===== src/rtl/decifra_xor.sv =====
// Bit-serial XOR decipher: captures ciphertext/key on start, recovers plaintext LSB-first.
// Optional even-parity check on the ciphertext is built when DECIFRA_XOR_PARITY_EN is defined.
module decifra_xor #(
  parameter int WIDTH = 8
) (
  input  logic             clk,
  input  logic             reset,
  input  logic             start,
  input  logic [WIDTH-1:0] ciphertext,
  input  logic [WIDTH-1:0] key,
`ifdef DECIFRA_XOR_PARITY_EN
  input  logic             ct_parity,
  output logic             parity_err,
`endif
  output logic [WIDTH-1:0] plaintext,
  output logic             done,
  output logic             busy
);

  localparam int CW = $clog2(WIDTH);
  localparam logic [CW-1:0] LAST = CW'(WIDTH - 1);

  localparam logic [1:0] S_IDLE  = 2'b00;
  localparam logic [1:0] S_LOAD  = 2'b01;
  localparam logic [1:0] S_SHIFT = 2'b10;
  localparam logic [1:0] S_DONE  = 2'b11;

  logic [1:0]       current_state;
  logic [1:0]       next_state;
  logic [WIDTH-1:0] ct_sr;
  logic [WIDTH-1:0] key_sr;
  logic [WIDTH-1:0] pt_sr;
  logic [WIDTH-1:0] pt_next;
  logic [CW-1:0]    cnt;

  // The recovered bit enters at the MSB so the first (LSB) bit ends up at bit 0.
  assign pt_next = {ct_sr[0] ^ key_sr[0], pt_sr[WIDTH-1:1]};

  logic unused_pt_lsb;
  assign unused_pt_lsb = pt_sr[0];

  always_comb begin
    next_state = current_state;
    case (current_state)
      S_IDLE:  if (start) next_state = S_LOAD;
      S_LOAD:  next_state = S_SHIFT;
      S_SHIFT: if (cnt == LAST) next_state = S_DONE;
      S_DONE:  if (!start) next_state = S_IDLE;
      default: next_state = S_IDLE;
    endcase
  end

  assign busy = (current_state == S_LOAD) || (current_state == S_SHIFT);

`ifdef DECIFRA_XOR_PARITY_EN
  logic par_cap;
`endif

  always_ff @(posedge clk) begin
    if (reset) begin
      current_state <= S_IDLE;
      done          <= 1'b0;
      plaintext     <= '0;
      ct_sr         <= '0;
      key_sr        <= '0;
      pt_sr         <= '0;
      cnt           <= '0;
`ifdef DECIFRA_XOR_PARITY_EN
      par_cap       <= 1'b0;
      parity_err    <= 1'b0;
`endif
    end else begin
      current_state <= next_state;
      done          <= (next_state == S_DONE);
      case (current_state)
        S_LOAD: begin
          ct_sr   <= ciphertext;
          key_sr  <= key;
          pt_sr   <= '0;
          cnt     <= '0;
`ifdef DECIFRA_XOR_PARITY_EN
          par_cap <= ^{ciphertext, ct_parity};
`endif
        end
        S_SHIFT: begin
          pt_sr  <= pt_next;
          ct_sr  <= ct_sr >> 1;
          key_sr <= key_sr >> 1;
          cnt    <= cnt + CW'(1);
          if (cnt == LAST) begin
            plaintext  <= pt_next;
`ifdef DECIFRA_XOR_PARITY_EN
            parity_err <= par_cap;
`endif
          end
        end
        default: ;
      endcase
    end
  end

endmodule


===== config.mk =====
export PLATFORM = sky130hd
export DESIGN_NAME = decifra_xor
export DESIGN_NICKNAME = d
export VERILOG_FILES = /design/src/rtl/decifra_xor.sv
export SDC_FILE = /design/constraint.sdc
export NUM_CORES = 1
export LEC_CHECK = 0
export ABC_AREA = 1
export CELL_PAD_IN_SITES_DETAIL_PLACEMENT = 0
export CELL_PAD_IN_SITES_GLOBAL_PLACEMENT = 1
export CORE_ASPECT_RATIO = 1.4
export CORE_MARGIN = 2
export CORE_UTILIZATION = 30
export CTS_CLUSTER_DIAMETER = 100
export DETAILED_ROUTE_END_ITERATION = 8
export PLACE_DENSITY = 0.76
export SKIP_LAST_GASP = 1
export SLEW_MARGIN = 10
export SYNTH_ARGS = -nofsm -noshare
export SYNTH_HDL_FRONTEND = slang
export SYNTH_SLANG_ARGS = --single-unit

===== constraint.sdc =====
create_clock -name clk -period 1.9 [get_ports clk]
set_clock_uncertainty 0.2 [all_clocks]
set_input_delay 0.475 -clock clk [delete_from_list [all_inputs] [get_ports clk]]
set_output_delay 0.475 -clock clk [all_outputs]
set_load 0.02 [all_outputs]

Word level (Yosys, flattened, before mapping)
Cells that the tools add are included.

word-level totals
  bits in registers = 38
  input port bits = 19
  output and inout port bits = 10
  logic and storage cells = 26

operators by class
  add/sub/neg operators = 1
  equal/unequal tests = 5
  multiplexer cells = 8
  bitwise logic cells = 1
  reduce and logical (&&, ||, !) cells = 4

operators by type and width
  operator                                             number
  case mux 8 bit (2 select lines)                      3
  case mux 2 bit (4 select lines)                      1
  equality test 2 bit, second input constant           3
  2-to-1 mux 2 bit                                     3
  case mux 3 bit (2 select lines)                      1
  adder 3 x 1 -> 3 bit, second input constant          1
  equality test 3 bit, second input constant           1
  equality test 2 x 1 -> 1 bit, second input constant  1
  logical NOT 2 bit                                    1
  AND reduction 2 bit                                  1
  nonzero test 2 bit                                   1
  logical OR 1 bit                                     1
  XOR 1 bit                                            1

Depth between registers and ports, before layout
  depth in word-level cells = 4
  depth in mapped cells = 9
  depth with buffers taken out = 8

Least setup slack after synthesis
OpenSTA, ideal clock, no wires.

  kind = flip-flop to flip-flop
  start = register current_state[0]
  end = register ct_sr[0]
  library setup time = 0.056 ns
  arrival time = 1.506 ns
  required time = 1.644 ns
  setup slack = 0.138 ns
  cell stages (with the launch flop) = 9
  buffers on the path = 1
  clock period less this slack = 1.762 ns
  cell sequence = dfxtp_1 inv_1 ha_1 inv_2 buf_1 nand2_1 nand3_1 nand2_1 inv_1

on the way
  cells in the longest elaborated chain, start to end = 2
  elaborated cells on any way between the ends = 4

RTL lines
  item                                                                          RTL line  source
  start, declared                                                               28        logic [1:0] current_state;
  start signal, assigned                                                        73        current_state <= next_state;
  equality test 2 bit / equality test 2 x 1 -> 1 bit (equally long branches)    75        case (current_state)
  case mux 8 bit (2 select lines) / nonzero test 2 bit (equally long branches)  --
  end signal, assigned                                                          77        ct_sr <= ciphertext;
  end signal, assigned                                                          87        ct_sr <= ct_sr >> 1;
  end, declared                                                                 30        logic [WIDTH-1:0] ct_sr;

Several ways; a longest one is shown, not always the timed one.
A chain may end at the register's enable or synchronous reset.

Final worst setup path
  start = register current_state[0]
  end = output port busy

on the way
  cells in the longest elaborated chain, start to end = 2
  elaborated cells on any way between the ends = 3

RTL lines
  item                                                                        RTL line  source
  equality test 2 x 1 -> 1 bit / equality test 2 bit (equally long branches)  53        assign busy = (current_state == S_LOAD) || (current_state == S_SHIFT);
  logical OR 1 bit (*)                                                        53
  end, declared                                                               17        output logic busy

Mark *: on every way between the ends. The rest lies on a longest branch, timed or not.

==> impl_results.md <==
- GR Overflow Total: 0
- Initial DRC count: 62
- DIE AREA: 5877 µm²
- Hold_sp: pt_sr[1]$_SDFFE_PP0P_
- Clock Latency Late Sink: 0.29 ns
- Commonest non-fill, non-tap cell in the layout: nand2_1
- Flops & latches, synth: 37
- Critical Path End Type: output pin
- Area leader, netlist: dfxtp_1
- Cell variety after synth: 17
- CP Launch Type: register
- Initial antenna violation count: 0
- RSZ-0062 raised after global routing: no
- Setup tns final: 0 ns
- Final Util: 42.08%
- Routed Antenna Nets: 0
- Worst Hold Class: reg2reg
- CP Class: reg2out
- Power per cell area: 992.9 nW/µm²
- Nets: 293
- Initial core utilization: 30.89%
- Clk buf depth: 2
- Max-Cap Viols: 0
- CP required: 1.22 ns
- Final period util: 95.54%
- Vert. Die Dim: 89.91 µm
- GRT Total Usage: 12.86%
- Post-CTS Setup Inserts: 0
- First-pass GRT wire length: 5934 µm
- VDD IR max: 0.4214 mV
- Clock slew seen by the registers of the worst setup and hold paths: 0.08 ns
- Avg Cell Area, Syn: 7.029 µm²
- R2R depth: 7
- Share of cells above drive strength 1: 11.52%
- IO buf count: 28
- Crit path DAT: 1.14 ns
- Worst R2R End: plaintext[5]$_SDFFE_PP0P_
- Clock Tree Root: clkbuf_8
- # setup viols final: 0
- Status: completed
- 1st-pass router iterations: 4
- Slew Viols, Final: 0
- CTS Buf Count: 5
- P&R area growth vs syn: 36.23%
- Wire length per cell: 9.722 µm
- Leakage: 0.001069 µW
- Max-slew headroom: 83.53%
- Post-DP HPWL: 2274 µm
- Vias in the first global route: 1326
- Core ar.: 5120 µm²
- DP Cell Count: 327
- Routed WL: 3257 µm
- CTS tree: yes
- Max H-tree Level: 2
- Worst-Margin Slew: 0.2465 ns
- Mapped Cells: 225
- Post-synth top area share: 46.84%
- Syn nets: 250
- Yosys warns: 0
- R2R Setup Slk: 0.21 ns
- Hold Path Cell Cnt: 2
- Reg2reg start: current_state[0]$_SDFF_PP0_
- # DRC: 0
- Design area: 2155 µm²
- Register area share after synthesis: 46.84%
- Mapped Area: 1582 µm²
- Via-per-instance ratio: 4.352
- RD Place Congestion: 0.7226
- Fmax: 550.9 MHz
- Crit Path Max Fanout: 2
- Finished Layout Cells: 335
- Commonest non-fill, non-tap cells in the layout: nand2_1 (88), dfxtp_1 (36), inv_1 (22)
- Top-level I/O count: 29
- Largest net degree at the start of global routing: 19
- Final Hold Vio Count: 0
- CTS sink count: 37
- Via count: 1458
- Top area cells in the synthesized netlist: dfxtp_1 (47%), nand2_1 (21%), inv_1 (5.2%), a21oi_1 (5.1%), ha_1 (4.7%)
- Hold EP: pt_sr[1]$_SDFFE_PP0P_
- N_diodes: 0
- DP Area: 2029 µm²
- # rows: 31
- Final Critical Period: 1.815 ns
- Die Wd: 65.37 µm
==> cell type report <==
type	count	area (µm²)
Sequential cell	37	742.0
Fill cell	572	2965
Tap cell	66	82.58
Timing Repair Buffer	44	402.9
Inverter	25	93.84
Clock inverter	3	65.06
Clock buffer	5	68.82
Multi-Input combinational cell	155	699.4
==> worst max path at each step <==
stage	start	end	slack, ns	cells past startpoint
after floorplan	current_state[0]$_SDFF_PP0_	ct_sr[0]$_SDFFE_PP0P_	0.14	8
after global placement	current_state[0]$_SDFF_PP0_	busy	-0.005	3
after detailed placement	current_state[0]$_SDFF_PP0_	busy	-0.05	3
after CTS	done$_SDFF_PP0_	done	0.01	1
after global routing	current_state[1]$_SDFF_PP0_	busy	0.02	3
final	current_state[0]$_SDFF_PP0_	busy	0.08	3
==> synthesized netlist by cell type <==
cell       n
buf_2      2
buf_1      1
nor2_4     1
o21a_1     1
buf_6      1
inv_1     22
clkbuf_1   2
o21ai_0    8
inv_2      3
nand3_1   14
nand3_2    1
nand2_1   88
buf_4      2
a21oi_1   16
ha_1       6
dfxtp_1   37
nor2_1    20
==> report_power, final <==
part	switching (µW)	total (µW)	internal (µW)
registers	29.7	868	839
logic	255	467	212
clock network	282	804	522
==> registers in the layout, indices dropped and copies added, names as in the netlist <==
| register | cells |
|---|---|
| done | 1 |
| current_state | 2 |
| key_sr | 8 |
| plaintext | 8 |
| pt_sr | 7 |
| cnt | 3 |
| ct_sr | 8 |
==> layer usage <==
metal / global-route usage [%] / up-vias / wire length (µm)
met2: 20.32 / 31 / 1537
met1: 16.21 / 646 / 1532
li1: - / 777 / -
met5: 0 / - / 0
met4: 5.208 / 0 / 44
met3: 3.755 / 4 / 143
==> stage by stage <==
step / total power [µW] / hold slack, ns / worst slack [ns]
after CTS: 2165 / 0.2661 / 0.01431
after detailed placement: 1359 / 0.2544 / -0.04723
after global routing: 2290 / 0.3012 / 0.01720
final: 2139 / 0.2633 / 0.08475
after global placement: 1354 / 0.2506 / -0.004792
after floorplan: 1166 / 0.2413 / 0.1379
==> logic make-up after synthesis <==
group           count (synthesis)  share of synthesized area (%)
compound gates                 25                          8.070
simple gates                  124                          31.41
fa+ha+maj                       6                          4.747
flops                          37                          46.84
buf+inv                        33                          8.940
==> timing repair <==
| item | 4_1_cts | 5_1_grt |
|---|---|---|
| gates resized for setup | 12 | 3 |
| setup endpoints to repair | 9 | 2 |
| hold buffers | 0 | 0 |
| hold endpoints to repair | 0 | 0 |
| pin swaps | 0 | 0 |
==> critical path: stages (launching register included) <==
cell	delay [ns]
dfxtp_2	0.33
inv_1	0.05
ha_1	0.31
buf_4	0.17
Power figures use the tool's default switching activity.
==> RTL edit, RTL diff (same settings) <==
Change the parameter `WIDTH` from 8 to 16.
--- a/src/rtl/decifra_xor.sv
+++ b/src/rtl/decifra_xor.sv
@@ -1,7 +1,7 @@
 // Bit-serial XOR decipher: captures ciphertext/key on start, recovers plaintext LSB-first.
 // Optional even-parity check on the ciphertext is built when DECIFRA_XOR_PARITY_EN is defined.
 module decifra_xor #(
-  parameter int WIDTH = 8
+  parameter int WIDTH = 16
 ) (
   input  logic             clk,
   input  logic             reset,
Ports: changed (resized ciphertext, key and plaintext); port bits go from 29 to 53. The function was not compared with the original's and may differ.
==> RTL edit against the unedited design <==
Final area is 80% higher; final cell count is 75% higher; power is 81% higher; hold slack better by 0.0026 ns; sequential share of layout area is 1.7 points higher; setup slack worse by 0.045 ns; wire length is 100% higher; sequential cell count is 33 higher; first-iteration DRC count is 39% higher; via count is 79% higher; synthesized cell count is 85% higher; synthesized area is 84% higher; critical path type unchanged.
==> RTL edit: results (changes against the unedited design) <==
- Fraction of final layout cells with drive strength greater than 1: 7.37% (-4.2 points)
* Final critical delay including setup and external delays: 1.86 ns (+0.0453 ns)
* Detailed Route Iter0 Violations: 86 (+39%)
- The placed wire-length estimate after detailed placement is 4.32 mm (+90%).
- Syn Inst Count: 416 (+85%)
- The combinational group power is 0.635 mW (+36%).
- The synthesized net count came to 455 (+82%).
- The number of instances resized during post-cts repair is 19 (+7).
- Clock latency of the later-clocked register in the worst-skew pair: 0.33 ns (+0.04 ns)
- The measured slew at the worst slew-check pin came to 0.268 ns (+0.0211 ns).
- The number of buffers added by the clock tree synthesis step came to 9 (+4).
* Hold EP: key_sr[15]
- The final weighted congestion in routability-driven placement came to 0.718 (-0.65%).
- Setup WS pre-CTS: -0.0529 ns (-0.00572 ns)
* Largest voltage drop on the vdd net: 0.466 mV (+11%)
* Cell variety after synth: 20 (+3)
* Filler cells: 1011 (+77%)
- The sequential-to-total area share from yosys stat came to 48.1% (+1.2 points).
* Leakage power total: 1.91 nW (+79%)
- The largest net degree at the start of global routing was 47 (+28).
- The cell area after placement came to 3610 um2 (+78%).
- Net Switching: 0.995 mW (+75%)
- The number of cells after detailed placement was 570 (+74%).
- Global-route wire length before repair: 11.0 mm (+85%)
* Result of the run: finished clean
- Number of global-route vias before repair: 2467 (+86%)
* Cell types occupying the most area after synthesis: sky130_fd_sc_hd__dfxtp_1, sky130_fd_sc_hd__nand2_1, sky130_fd_sc_hd__nand3_1
* Worst reg2reg setup slack: 0.15 ns (-0.06 ns)
- Routed via count: 2613 (+79%)
- End of the worst register-to-register path: key_sr[12]
* CTS H-tree lvls: 3 (+1)
- Nets: 510 (+74%)
RTL edit: final cells by class:
type                       count  area [um2]  area share [%]
timing repair buffer          65         667            17.2
sequential                    70        1400            36.2
inverter                      39         149            3.84
multi-input combinational    286        1230            31.8
tap                          110         138            3.55
clock inverter                 4        47.5            1.23
clock buffer                  11         243            6.26
RTL edit: routing by layer:
| metal | share of wire, % | track usage [%] | wire length, um |
|---|---|---|---|
| met1 | 44 | 14.5 | 2880 |
| met2 | 49 | 22.4 | 3220 |
| met3 | 3.4 | 4.51 | 221 |
| met4 | 2.8 | 7.31 | 185 |
| met5 | 0 | 0 | 0 |
RTL edit: logic make-up (layout without fill, tap and decap cells):
logic type,Yosys count,after routing,synth area share (%)
AOI/OAI and AO/OA,44,44,7.73
xor gates and xnor gates,1,1,0.300
adders and majority gates,4,4,1.72
buffers and inverters,60,119,9.78
DFF,70,70,48.1
and+or+nand+nor,237,237,32.4
